[src/rtl/alu_pkg.sv]
`default_nettype none
// ============================================================================
// Module   : alu_pkg
// Purpose  : Shared widths, one-hot opcode bit indices and arbiter FSM
//            state encoding for the ALU arbiter.
// Revision : 1.0 - initial release
// ============================================================================
package alu_pkg;

    localparam int DATA_WIDTH = 32;
    localparam int OP_WIDTH   = 12;

    // Bit positions inside the one-hot opcode
    localparam int c_op_add   = 0;
    localparam int c_op_sub   = 1;
    localparam int c_op_and   = 2;
    localparam int c_op_or    = 3;
    localparam int c_op_auipc = 4;
    localparam int c_op_xor   = 5;
    localparam int c_op_slt   = 6;
    localparam int c_op_sltu  = 7;
    localparam int c_op_sll   = 8;
    localparam int c_op_srl   = 9;
    localparam int c_op_sra   = 10;
    localparam int c_op_lui   = 11;

    localparam int c_upper_imm_shift = 12;

    localparam logic [1:0] c_st_idle = 2'd0;
    localparam logic [1:0] c_st_exec = 2'd1;
    localparam logic [1:0] c_st_resp = 2'd2;

endpackage
`default_nettype wire

[src/rtl/alu.sv]
`default_nettype none
// ============================================================================
// Module   : alu
// Purpose  : Combinational ALU with one-hot opcode; CarryOut reports borrow
//            (inverted adder carry) for sub/slt/sltu.
// Revision : 1.0 - initial release
// ============================================================================
module alu
    import alu_pkg::*;
#(
    parameter int DATA_WIDTH = alu_pkg::DATA_WIDTH,
    parameter int OP_WIDTH   = alu_pkg::OP_WIDTH
) (
    input  logic [DATA_WIDTH-1:0] A,
    input  logic [DATA_WIDTH-1:0] B,
    input  logic [OP_WIDTH-1:0]   ALUop,
    output logic                  Overflow,
    output logic                  CarryOut,
    output logic                  Zero,
    output logic [DATA_WIDTH-1:0] Result
);

    localparam int c_msb  = DATA_WIDTH - 1;
    localparam int c_sh_w = $clog2(DATA_WIDTH);

    logic [DATA_WIDTH:0]   w_sum;
    logic [DATA_WIDTH:0]   w_diff;
    logic                  w_borrow;
    logic                  w_add_ovf;
    logic                  w_sub_ovf;
    logic                  w_slt;
    logic [c_sh_w-1:0]     w_shamt;

    always_comb begin
        w_sum     = {1'b0, A} + {1'b0, B};
        w_diff    = {1'b0, A} + {1'b0, ~B} + (DATA_WIDTH+1)'(1);
        w_borrow  = ~w_diff[DATA_WIDTH];
        w_add_ovf = (A[c_msb] == B[c_msb]) && (w_sum[c_msb] != A[c_msb]);
        w_sub_ovf = (A[c_msb] != B[c_msb]) && (w_diff[c_msb] != A[c_msb]);
        w_slt     = w_diff[c_msb] ^ w_sub_ovf;
        w_shamt   = B[c_sh_w-1:0];

        Result   = '0;
        Overflow = 1'b0;
        CarryOut = 1'b0;
        if (ALUop[c_op_add]) begin
            Result   = w_sum[DATA_WIDTH-1:0];
            Overflow = w_add_ovf;
            CarryOut = w_sum[DATA_WIDTH];
        end else if (ALUop[c_op_sub]) begin
            Result   = w_diff[DATA_WIDTH-1:0];
            Overflow = w_sub_ovf;
            CarryOut = w_borrow;
        end else if (ALUop[c_op_and]) begin
            Result = A & B;
        end else if (ALUop[c_op_or]) begin
            Result = A | B;
        end else if (ALUop[c_op_auipc]) begin
            Result = A + (B << c_upper_imm_shift);
        end else if (ALUop[c_op_xor]) begin
            Result = A ^ B;
        end else if (ALUop[c_op_slt]) begin
            Result   = {{(DATA_WIDTH-1){1'b0}}, w_slt};
            CarryOut = w_borrow;
        end else if (ALUop[c_op_sltu]) begin
            Result   = {{(DATA_WIDTH-1){1'b0}}, w_borrow};
            CarryOut = w_borrow;
        end else if (ALUop[c_op_sll]) begin
            Result = A << w_shamt;
        end else if (ALUop[c_op_srl]) begin
            Result = A >> w_shamt;
        end else if (ALUop[c_op_sra]) begin
            Result = $unsigned($signed(A) >>> w_shamt);
        end else if (ALUop[c_op_lui]) begin
            Result = B << c_upper_imm_shift;
        end
        Zero = (Result == '0);
    end

endmodule
`default_nettype wire

[src/rtl/alu_arbiter.sv]
`default_nettype none
// ============================================================================
// Module   : alu_arbiter
// Purpose  : Round-robin sharing of one ALU between two requesters with an
//            IDLE -> EXEC -> RESP handshake sequence, one op in flight.
// Revision : 1.0 - initial release
// ============================================================================
module alu_arbiter
    import alu_pkg::*;
#(
    parameter int DATA_WIDTH = alu_pkg::DATA_WIDTH,
    parameter int OP_WIDTH   = alu_pkg::OP_WIDTH
) (
    input  logic                       clk,
    input  logic                       resetn,
    input  logic [1:0]                 req_valid,
    output logic [1:0]                 req_ready,
    input  logic [1:0][DATA_WIDTH-1:0] req_a,
    input  logic [1:0][DATA_WIDTH-1:0] req_b,
    input  logic [1:0][OP_WIDTH-1:0]   req_op,
    output logic [1:0]                 rsp_valid,
    input  logic [1:0]                 rsp_ready,
    output logic [DATA_WIDTH-1:0]      rsp_result,
    output logic                       rsp_zero,
    output logic                       rsp_overflow,
    output logic                       rsp_carry,
    output logic                       rsp_err
);

    logic [1:0]            r_state;
    logic [DATA_WIDTH-1:0] r_a;
    logic [DATA_WIDTH-1:0] r_b;
    logic [OP_WIDTH-1:0]   r_op;
    logic                  r_owner;
    logic                  r_last;
    logic [DATA_WIDTH-1:0] r_result;
    logic                  r_zero;
    logic                  r_ovf;
    logic                  r_carry;
    logic                  r_err;
    logic [1:0]            r_rsp_valid;

    logic                  w_grant;
    logic                  w_accept;
    logic                  w_rsp_fire;
    logic                  w_op_legal;
    logic [DATA_WIDTH-1:0] w_alu_result;
    logic                  w_alu_zero;
    logic                  w_alu_ovf;
    logic                  w_alu_carry;

    always_comb begin
        // Tie goes to the port that did not win last time
        w_grant    = (req_valid == 2'b11) ? ~r_last : req_valid[1];
        req_ready  = 2'b00;
        if ((r_state == c_st_idle) && resetn) begin
            req_ready = req_valid & (w_grant ? 2'b10 : 2'b01);
        end
        w_accept   = |req_ready;
        // Only the owner's valid bit is ever set, so a non-owner ready is inert
        w_rsp_fire = |(r_rsp_valid & rsp_ready);
        w_op_legal = $onehot(r_op);
    end

    alu #(
        .DATA_WIDTH (DATA_WIDTH),
        .OP_WIDTH   (OP_WIDTH)
    ) u_alu (
        .A        (r_a),
        .B        (r_b),
        .ALUop    (r_op),
        .Overflow (w_alu_ovf),
        .CarryOut (w_alu_carry),
        .Zero     (w_alu_zero),
        .Result   (w_alu_result)
    );

    always_ff @(posedge clk or negedge resetn) begin
        if (!resetn) begin
            r_state     <= c_st_idle;
            r_a         <= '0;
            r_b         <= '0;
            r_op        <= '0;
            r_owner     <= 1'b0;
            r_last      <= 1'b1;
            r_result    <= '0;
            r_zero      <= 1'b0;
            r_ovf       <= 1'b0;
            r_carry     <= 1'b0;
            r_err       <= 1'b0;
            r_rsp_valid <= 2'b00;
        end else begin
            case (r_state)
                c_st_idle: begin
                    if (w_accept) begin
                        r_a     <= req_a[w_grant];
                        r_b     <= req_b[w_grant];
                        r_op    <= req_op[w_grant];
                        r_owner <= w_grant;
                        r_last  <= w_grant;
                        r_state <= c_st_exec;
                    end
                end
                c_st_exec: begin
                    if (w_op_legal) begin
                        r_result <= w_alu_result;
                        r_zero   <= w_alu_zero;
                        r_ovf    <= w_alu_ovf;
                        r_carry  <= w_alu_carry;
                        r_err    <= 1'b0;
                    end else begin
                        r_result <= '0;
                        r_zero   <= 1'b0;
                        r_ovf    <= 1'b0;
                        r_carry  <= 1'b0;
                        r_err    <= 1'b1;
                    end
                    r_rsp_valid <= r_owner ? 2'b10 : 2'b01;
                    r_state     <= c_st_resp;
                end
                c_st_resp: begin
                    if (w_rsp_fire) begin
                        r_rsp_valid <= 2'b00;
                        r_state     <= c_st_idle;
                    end
                end
                default: begin
                    r_rsp_valid <= 2'b00;
                    r_state     <= c_st_idle;
                end
            endcase
        end
    end

    assign rsp_valid    = r_rsp_valid;
    assign rsp_result   = r_result;
    assign rsp_zero     = r_zero;
    assign rsp_overflow = r_ovf;
    assign rsp_carry    = r_carry;
    assign rsp_err      = r_err;

endmodule
`default_nettype wire

[config.mk]
export PLATFORM = sky130hd
export DESIGN_NAME = alu_arbiter
export DESIGN_NICKNAME = d
export VERILOG_FILES = /design/src/rtl/alu_pkg.sv /design/src/rtl/alu.sv /design/src/rtl/alu_arbiter.sv
export SDC_FILE = /design/constraint.sdc
export NUM_CORES = 1
export LEC_CHECK = 0
export ABC_AREA = 1
export BUFFER_PORTS_ARGS = -buffer_cell sky130_fd_sc_hd__clkbuf_2
export CORE_AREA = 2 2 208 210
export DETAILED_ROUTE_END_ITERATION = 6
export DIE_AREA = 0 0 210 212
export SLEW_MARGIN = 15
export SYNTH_ARGS = -nofsm -noshare
export SYNTH_HDL_FRONTEND = slang
export SYNTH_SLANG_ARGS = --single-unit
export TNS_END_PERCENT = 100
[constraint.sdc]
create_clock -name clk -period 12.35 [get_ports clk]
set_input_delay 2.47 -clock clk [delete_from_list [all_inputs] [get_ports clk]]
set_output_delay 2.47 -clock clk [all_outputs]
set_load 0.03 [all_outputs]
After elaboration in Yosys (flattened, before gate mapping)
Cells that the tools add are included.
{ "word_totals": {"word_cells": 102, "rom_bits": 0, "latchBits": 0, "output_inout_bits": 40, "mem_bits_rw": 0, "memories": 0, "reg_bits": 118} }
{ "classes": {"reduce_logical": 10, "shift": 3, "eq_ne": 10, "n_mul": 0, "n_mux": 41, "div_mod_pow": 0, "order_cmp": 1, "bitwise_logic": 10, "addsub": 15} }
{ "ops": {"columns": ["cell", "n"], "rows": [
  ["2-to-1 mux 32 bit", 17],
  ["adder 32 x 32 -> 33 bit", 2],
  ["adder 33 x 1 -> 33 bit (second input constant)", 1],
  ["adder 32 bit", 1],
  ["AND 32 bit", 1],
  ["zero test 32 bit", 1],
  ["NOT 32 bit", 1],
  ["bitwise OR 32 bit", 1],
  ["<< shifter 32 x 5 -> 32 bit", 1],
  [">> shifter 32 x 5 -> 32 bit", 1],
  [">>> shifter 32 x 5 -> 32 bit", 1],
  ["XOR 32 bit", 1],
  ["2-to-1 mux 12 bit", 2],
  ["2-to-1 mux 1 bit", 15],
  ["adder 1 x 1 -> 2 bit", 6],
  ["one-hot mux 2 bit (3 select lines)", 2],
  ["2-to-1 mux 2 bit", 5],
  ["adder 2 x 2 -> 3 bit", 3],
  ["AND reduction 2 bit", 3],
  ["adder 3 x 3 -> 4 bit", 1],
  ["adder 4 x 3 -> 4 bit", 1],
  ["AND 2 bit", 2],
  ["== test 2 bit (second input constant)", 2],
  ["== test 4 x 1 -> 1 bit (second input constant)", 1],
  ["other kinds (10)", 18]
]} }

Depth between registers and ports, before layout
Gate-level depths: netlist of run 1.
{ "depth": {"word_depth": 15, "mapped_depth": 30} }

Cells and area by module
A second synthesis of run 1 with hierarchy kept.
{ "unflattened": {"cells_unflattened": 3209, "hier_area_um2": 17912.2} }
{ "modules_own_cells": {"columns": ["mod", "cells_each", "area_each_um2", "instances", "seq_area_each_um2"], "rows": [
  ["alu", 2325, 11606.1, 1, 0.0],
  ["alu_arbiter", 884, 6306.0, 1, 2954.1]
]} }

Worst setup path before layout of run 1
Ideal clock, no wire load.
{ "synth_timing": {"kind": "input to output", "from": "in req_valid[0]", "to": "out req_ready[0]", "stages": 5, "t_required_ns": 9.880, "arrival_ns": 3.352, "slack_ns": 6.528, "path_buffers": 1, "path_cell_list": "nand2_1 > nand2_1 > inv_2 > clkbuf_1 > nor2_1"} }
{ "synth_via": {"elab_chain_cells": 5} }
{ "synth_lines": {"columns": ["element", "line", "text"], "rows": [
  ["from (decl)", "alu_arbiter.sv:16", "input logic [1:0] req_valid,"],
  ["== test 2 bit", "alu_arbiter.sv:54", "w_grant = (req_valid == 2'b11) ? ~r_last : req_valid[1];"],
  ["2-to-1 mux 1 bit", "alu_arbiter.sv:54", null],
  ["2-to-1 mux 2 bit", "alu_arbiter.sv:57", "req_ready = req_valid & (w_grant ? 2'b10 : 2'b01);"],
  ["AND 2 bit *", "alu_arbiter.sv:57", null],
  ["2-to-1 mux 2 bit *", "alu_arbiter.sv:56", "if ((r_state == c_st_idle) && resetn) begin"],
  ["to (decl)", "alu_arbiter.sv:17", "output logic [1:0] req_ready,"]
]} }
Every way passes the cells marked *; elsewhere a longest branch is shown, timed or not.

Worst setup path in the final report of run 1
{ "layout_timing": {"from": "in req_valid[0]", "to": "out req_ready[1]"} }
{ "layout_via": {"elab_chain_cells": 5} }
{ "layout_lines": {"columns": ["element", "line"], "rows": [
  ["== test 2 bit", "alu_arbiter.sv:54"],
  ["2-to-1 mux 1 bit", "alu_arbiter.sv:54"],
  ["2-to-1 mux 2 bit", "alu_arbiter.sv:57"],
  ["AND 2 bit", "alu_arbiter.sv:57"],
  ["2-to-1 mux 2 bit", "alu_arbiter.sv:56"]
]} }
Every way passes these cells.

==> impl_metrics.tcl, run 1 <==
set metrics [dict create \
    status "finished, final reports clean" \
    die_area_um2 44500 \
    grt_max_degree 111 \
    seq_area_um2 2960 \
    post-route-drc-count 0 \
    r2r_slack_ns 6.61 \
    cts_max_level 4 \
    grt_pass1_vias 19068 \
    io_buffers 197 \
    overflow 0 \
    rows 76 \
    hold_end "rsp_result[25]" \
    timing.rr.start "r_op[9]" \
    syn_inst 2900 \
    crit_path_end_kind "output port" \
    hpwl_um 60600 \
    start_util 0.393 \
    routedWlPerCell_um 21.5 \
    avgSynthCellArea_um2 5.76 \
    required_ns 9.88 \
    cts_num_sinks 118 \
    fillers 4723 \
    dieWidth_um 210 \
    reg2reg_depth 20 \
    finalSetupViolations 0 \
    groute.usage.overall 0.344 \
    hold_viol 0 \
    routed_wirelength_um 76400 \
    fin_worst_skew_ns 0.0103 \
    synth_edf_count 0 \
    clock-root-buffer "clkbuf_16" \
    die_h_um 212 \
    tritoncts "yes" \
    io_pins 198 \
    syn_nets 3190 \
    crit_type "in2out" \
    tightest_slew_ns 1.20 \
    first_pass_iters 6 \
    vias 20229 \
    ys.warnings.count 0 \
    area_growth_pct 10.7 \
    r2r_end "rsp_zero" \
    rsz0062_at_grt "false" \
    grt_pass1_wl_um 116000 \
    antenna_found_initial 1 \
    tns_ns 0 \
    ant_nets 0 \
    viasPerCell 5.69 \
    netlist_area_um2 16700 \
    ys_ff_latch 118 \
    drt_iter0_drc 2256 \
    min-delay-start "rsp_result[25]" \
    cts_hold_buf 0 \
    min_path_type "reg2reg" \
    timing.max_cap.violations 0 \
    clk_latency_ns 0.45 \
    place.gp.congestion 1.04 \
    synth.distinct_cells 58 \
    synth-main-ff-cell "dfrtp_1" \
    core_um2 42500 \
    max_freq_mhz 163 \
    postCtsSetupRepairBufs 0 \
    final_cell_mix "961 x nand2_1, 281 x nand3_1, 265 x inv_1" \
    crit_fanout 77 \
    arrival_ns 3.68 \
    post-route-period-util 0.498 \
    final_common_cell "nand2_1" \
    num-nets-final 3288 \
    min_period_ns 6.15 \
    drive_above_1_share 0.111 \
    antennaDiodeCount 0 \
    numCtsBuffers 17 \
    clockBufferDepth 2 \
    worstHoldPathCells 1 \
    path_clk_slew_ns 0.05 \
    yosysSeqAreaShare 0.177 \
    slew-limit-headroom 0.194 \
    slew_viol_final 0 \
    async_flop_share 1.00 \
    post_cts_resize_count 0 \
    start_kind "primary input" \
    multi_input_area_um2 11900 \
]
-- worst max-delay path, stage by stage --
cell      delay, ns
clkbuf_2       0.09
nand2_1        0.08
nand2_2        0.08
buf_4          0.58
nor2_1         0.15
clkbuf_2       0.23
-- metal layers --
| metal | vias up | part of all wire | track usage |
|---|---|---|---|
| li1 | 9699 | - | - |
| met1 | 9375 | 0.43 | 0.461 |
| met2 | 971 | 0.44 | 0.541 |
| met3 | 182 | 0.082 | 0.0640 |
| met4 | 2 | 0.047 | 0.153 |
| met5 | - | 0.00022 | 0 |
-- stage by stage --
stage	util	instance area (µm²)	worst slack, ns	instances	hold WS [ns]
finish	0.435	18500	6.20	3556	0.475
global route	0.435	18500	6.07	3556	0.491
CTS	0.435	18500	6.19	3556	0.469
detailed placement	0.422	17900	6.19	3525	0.466
global placement	0.422	17900	6.22	3525	0.451
floorplan	-	16700	6.53	2900	0.440
-- final cells by class --
class / count / share of cell area
sequential: 118 / 0.160
tap: 546 / 0.0370
multi-input combinational: 2329 / 0.643
inverter: 292 / 0.0596
timing repair buffer: 240 / 0.0710
clock buffer: 27 / 0.0272
clock inverter: 4 / 0.00244
-- flip-flops by register name, indices dropped and copies added, names as in the netlist --
register,flops
r_op,12
r_b,32
rsp_result,32
rsp_carry,1
rsp_overflow,1
r_owner,1
r_state,2
r_a,32
rsp_err,1
rsp_zero,1
r_last,1
rsp_valid,2
-- worst max-delay path by stage --
| stage | from | end | cells after the start |
|---|---|---|---|
| 4_1_cts | req_valid[0] | req_ready[1] | 6 |
| 6_report | req_valid[0] | req_ready[1] | 6 |
| 3_5_place_dp | req_valid[0] | req_ready[1] | 6 |
| 5_1_grt | req_valid[0] | req_ready[0] | 7 |
| 3_3_place_gp | req_valid[0] | req_ready[0] | 7 |
| 2_1_floorplan | req_valid[0] | req_ready[0] | 5 |
-- synthesized netlist by cell type, types with 19 or more instances --
library cell / n / area [µm²]
a21oi_1: 210 / 1050
a31oi_1: 81 / 507
and2_1: 19 / 119
buf_2: 49 / 245
clkbuf_1: 79 / 297
dfrtp_1: 117 / 2930
ha_1: 121 / 1510
inv_1: 266 / 998
nand2_1: 963 / 3610
nand3_1: 281 / 1410
nor2_1: 240 / 901
o21ai_0: 175 / 876
o21ai_1: 42 / 210
-- cell families (layout without fill, tap and decap cells) --
| family | after synthesis | count (layout) | share of synthesized area |
|---|---|---|---|
| AOI/OAI and AO/OA | 611 | 611 | 0.209 |
| xor gates and xnor gates | 19 | 19 | 0.00997 |
| DFF | 118 | 118 | 0.177 |
| muxes | 1 | 1 | 0.000600 |
| and+or+nand+nor | 1566 | 1566 | 0.387 |
| adders and majority gates | 132 | 132 | 0.104 |
| buffers and inverters | 453 | 563 | 0.113 |
Power of run 1 is left out: the tool's default activity adds up to more than one toggle a clock period on the data nets, which glitch-free logic cannot reach.
==> inputs of run 2 (changes only) <==
clock period = 5.8 ns   (was 12.35 ns; I/O delays follow)
==> impl_metrics.tcl, run 2 (synthesized netlist as in run 1, its figures left out) <==
set metrics [dict create \
    timing.max_cap.violations 0 \
    cp_common_cell "fa_1" \
    path_clk_slew_ns 0.06 \
    arrival_ns 5.40 \
    worstHoldPathCells 2 \
    cts_max_level 4 \
    clk_latency_ns 0.46 \
    fin_worst_skew_ns 0.0133 \
    start_util 0.393 \
    postCtsSetupRepairBufs 0 \
    io_pins 198 \
    tightest_slew_ns 1.11 \
    clockBufferDepth 2 \
    die_area_um2 44500 \
    core_um2 42500 \
    min_period_ns 5.02 \
    drt_iter0_drc 2169 \
    rows 76 \
    vias 20499 \
    first_pass_iters 6 \
    num-nets-final 3307 \
    start_kind "register" \
    timing.rr.start "r_op[3]" \
    reg2reg_depth 19 \
    min-delay-start "r_last" \
    met2_length_um 35800 \
    slowest_delay_ns 0.66 \
    routedWlPerCell_um 22.9 \
    crit_fanout 10 \
    fin_cells 3576 \
    slew_viol_final 0 \
    path_cells "fa_1 > fa_1 > inv_1 > fa_1 > fa_1 > inv_1 > ha_1 > inv_1 > fa_1 > nand2_1 > nor4_1 > nand2_1 > clkinv_1 > nand3_1 > nor2_1 > nand4_1 > nor2_1 > nand3_1 > o21bai_2" \
    required_ns 6.18 \
    r2r_slack_ns 0.78 \
    area_growth_pct 12.4 \
    hold_viol 0 \
    status "finished, final reports clean" \
    drive_above_1_share 0.118 \
    dieWidth_um 210 \
    final_cell_mix "961 x nand2_1, 281 x nand3_1, 265 x inv_1" \
    min_path_type "reg2reg" \
    r2r_end "rsp_zero" \
    ant_nets 0 \
    slew-limit-headroom 0.256 \
    antenna_found_initial 2 \
    post-route-period-util 0.866 \
    grt_max_degree 77 \
    tritoncts "yes" \
    clock-root-buffer "clkbuf_16" \
    slowest_stage "dfrtp_1" \
    antennaDiodeCount 0 \
    hold_end "r_last" \
    crit_path_end_kind "register" \
    crit_type "reg2reg" \
    max_freq_mhz 199 \
    grt_pass1_vias 19366 \
    dpl.cell_count 3544 \
    overflow 0 \
    tns_ns 0 \
    cts_hold_buf 0 \
    top_layer_used "met5" \
    rsz0062_at_grt "false" \
    finalSetupViolations 0 \
    hpwl_um 65400 \
    numCtsBuffers 17 \
    io_buffers 197 \
    groute.usage.overall 0.368 \
    routed_wirelength_um 81800 \
    cts_num_sinks 118 \
    final_common_cell "nand2_1" \
    post_cts_resize_count 0 \
    m1WireLength_um 35700 \
    place.gp.congestion 1.02 \
    viasPerCell 5.73 \
    post-route-drc-count 0 \
    die_h_um 212 \
    wl_met3_um 7110 \
    grt_pass1_wl_um 122000 \
]
==> run 2: cell count changes in the layout (fill, tap and decap cells not counted), sizes merged <==
cell	before	now
buf	44	63
clkbuf	223	215
bufinv	1	6
clkinvlp	0	2
clkinv	12	14
==> run 2: layout make-up <==
cell class	count	area (µm²)
Clock buffer	19	443
Clock inverter	13	228
Fill cell	4698	23700
Inverter	292	1100
Multi-Input combinational cell	2329	11900
Sequential cell	118	2960
Tap cell	546	683
Timing Repair Buffer	259	1480
==> run 2: how the worst max path moves through the flow <==
| stage | from | endpoint | slack [ns] | cells after the start |
|---|---|---|---|---|
| after floorplan | r_op[7] | rsp_zero | 1.53 | 19 |
| after global placement | r_op[3] | rsp_zero | 0.87 | 19 |
| after detailed placement | r_op[3] | rsp_zero | 0.83 | 19 |
| after CTS | r_op[3] | rsp_zero | 0.83 | 19 |
| after global routing | r_op[3] | rsp_zero | 0.54 | 19 |
| final | r_op[3] | rsp_zero | 0.78 | 19 |
==> run 2: routing by layer <==
layer	GRT usage	vias up
li1	-	9727
met1	0.506	9615
met2	0.575	1012
met3	0.0668	143
met4	0.140	2
met5	0	-
==> run 2: metrics by stage <==
step / cell area, µm² / util / hold slack, ns / setup slack [ns]
floorplan: 16700 / - / 0.440 / 1.53
global placement: 18100 / 0.426 / 0.448 / 0.865
detailed placement: 18100 / 0.426 / 0.457 / 0.827
CTS: 18800 / 0.442 / 0.467 / 0.832
global route: 18800 / 0.442 / 0.495 / 0.540
finish: 18800 / 0.442 / 0.465 / 0.777
==> run 2: worst max-delay path, delay by kind of cell (launching register included) <==
family	cells	cell delay (ns)
buffers and inverters	4	0.29
flip-flops	1	0.66
AND/OR/NAND/NOR	8	1.27
adder cells (fa/ha/maj)	6	2.60
AO/OA/AOI/OAI	1	0.13
Power of run 2 is left out for the same reason.
==> inputs of run 3 (changes only) <==
CORE_AREA = 2 2 215 217   (was 2 2 208 210)
DIE_AREA = 0 0 217 219   (was 0 0 210 212)
SYNTH_HIERARCHICAL = 1   (was unset)
==> impl_metrics.tcl, run 3 <==
set metrics [dict create \
    ys_ff_latch 118 \
    viasPerCell 5.59 \
    cts_hold_buf 0 \
    core_um2 45100 \
    netlist_area_um2 17900 \
    tritoncts "yes" \
    async_flop_share 1.00 \
    rsz0062_at_grt "false" \
    first_pass_iters 6 \
    r2r_slack_ns 1.41 \
    timing.rr.start "r_op[9]" \
    io_buffers 197 \
    r2r_end "rsp_err" \
    yosys.area.top_type "nand2_1" \
    tns_ns 0 \
    ant_nets 0 \
    crit_fanout 36 \
    cts_num_sinks 118 \
    die_h_um 219 \
    groute.usage.overall 0.330 \
    area_growth_pct 10.4 \
    die_area_um2 47500 \
    reg2reg_depth 15 \
    post-route-util 0.439 \
    synthTopCellsByArea "nand2_1 24%, dfrtp_1 16%, nand3_1 13%" \
    max_freq_mhz 228 \
    yosysSeqAreaShare 0.165 \
    cts_max_level 4 \
    crit_path_end_kind "register" \
    synth_edf_count 0 \
    overflow 0 \
    yosysMostFrequentCell "nand2_1" \
    post-route-period-util 0.757 \
    min_path_type "reg2reg" \
    place.gp.congestion 1.04 \
    arrival_ns 4.73 \
    syn_nets 3499 \
    clk_latency_ns 0.46 \
    numCtsBuffers 17 \
    hold_end "rsp_result[20]" \
    final_cell_mix "1127 x nand2_1, 452 x nand3_1, 337 x inv_1" \
    tightest_slew_ns 1.27 \
    required_ns 6.14 \
    dieWidth_um 217 \
    dpl.cell_count 3882 \
    fin_area_um2 19800 \
    drive_above_1_share 0.100 \
    slew_viol_final 0 \
    slew-limit-headroom 0.154 \
    drt_iter0_drc 2684 \
    syn_inst 3209 \
    grt_pass1_vias 20054 \
    start_util 0.397 \
    start_kind "register" \
    io_pins 198 \
    min_period_ns 4.39 \
    path_clk_slew_ns 0.06 \
    postCtsSetupRepairBufs 0 \
    crit_type "reg2reg" \
    post-route-drc-count 0 \
    status "finished, final reports clean" \
    rows 78 \
    ys.warnings.count 6 \
    num-nets-final 3591 \
    synth.top_cell.area_share 0.236 \
    postPlaceCellArea_um2 19200 \
    avgSynthCellArea_um2 5.58 \
    netlist_top_cells_count "1128 x nand2_1, 453 x nand3_1, 338 x inv_1, 214 x nor2_1, 213 x a21oi_1" \
    worstHoldPathCells 2 \
    synth-main-ff-cell "dfrtp_1" \
    clock-root-buffer "clkbuf_16" \
    routedWlPerCell_um 20.2 \
    hpwl_um 62300 \
    synth.distinct_cells 54 \
    grt_max_degree 79 \
    fin_worst_skew_ns 0.0140 \
    final_common_cell "nand2_1" \
    finalSetupViolations 0 \
    fillers 5164 \
    grt_pass1_wl_um 120000 \
    min-delay-start "rsp_result[20]" \
    vias 21887 \
    hold_viol 0 \
    post_cts_resize_count 0 \
    timing.max_cap.violations 0 \
    fin_cells 3915 \
    routed_wirelength_um 79200 \
    antenna_found_initial 1 \
    clockBufferDepth 2 \
]
## run 3: worst max-delay path, stage by stage (launching register included)
cell and delay [ns]:
dfrtp_1 0.73, fa_1 0.56, fa_1 0.51, inv_1 0.05
fa_1 0.49, fa_1 0.40, inv_1 0.06, ha_1 0.16
inv_1 0.06, fa_1 0.53, nand3_1 0.08, nor2_2 0.08
buf_4 0.34, nand2_1 0.09, nand2_1 0.07, nand2_1 0.05
## run 3: kinds of logic (layout without fill, tap and decap cells)
logic type      Yosys count  count (layout)  synth area share
simple gates           1888            1888             0.440
buf+inv                 527             632             0.122
compound gates          514             514             0.161
fa+ha+maj               132             132            0.0968
flops                   118             118             0.165
xor+xnor                 30              30            0.0147
other cells               0               1                 0
## run 3: area by class of cell
class,count,area [µm²],area share
Tap cell,600,751,0.0380
Inverter,351,1320,0.0666
Antenna cell,1,2.50,0.000127
Timing Repair Buffer,249,1380,0.0697
Clock buffer,19,453,0.0229
Sequential cell,118,2960,0.150
Clock inverter,13,123,0.00620
Multi-Input combinational cell,2564,12800,0.647
## run 3: worst max path at each step
stage | from | to | slack (ns) | depth (start not counted)
2_1_floorplan | r_op[5] | rsp_result[11] | 1.87 | 14
5_1_grt | r_op[9] | rsp_err | 1.17 | 16
3_3_place_gp | r_op[9] | rsp_err | 1.45 | 15
3_5_place_dp | r_op[9] | rsp_err | 1.44 | 15
4_1_cts | r_op[9] | rsp_err | 1.41 | 15
6_report | r_op[9] | rsp_err | 1.41 | 15
## run 3: routing by layer
| layer | GRT usage | vias up | part of all wire |
|---|---|---|---|
| met2 | 0.493 | 1155 | 0.42 |
| li1 | - | 10561 | - |
| met4 | 0.182 | 0 | 0.060 |
| met5 | 0 | - | 0 |
| met1 | 0.442 | 9950 | 0.43 |
| met3 | 0.0733 | 221 | 0.097 |
## run 3: per-stage QoR
stage	setup WS [ns]	hold WS [ns]
floorplan	1.87	0.450
global placement	1.45	0.461
detailed placement	1.44	0.465
CTS	1.41	0.481
global route	1.17	0.497
finish	1.41	0.475
Power of run 3 is left out for the same reason.
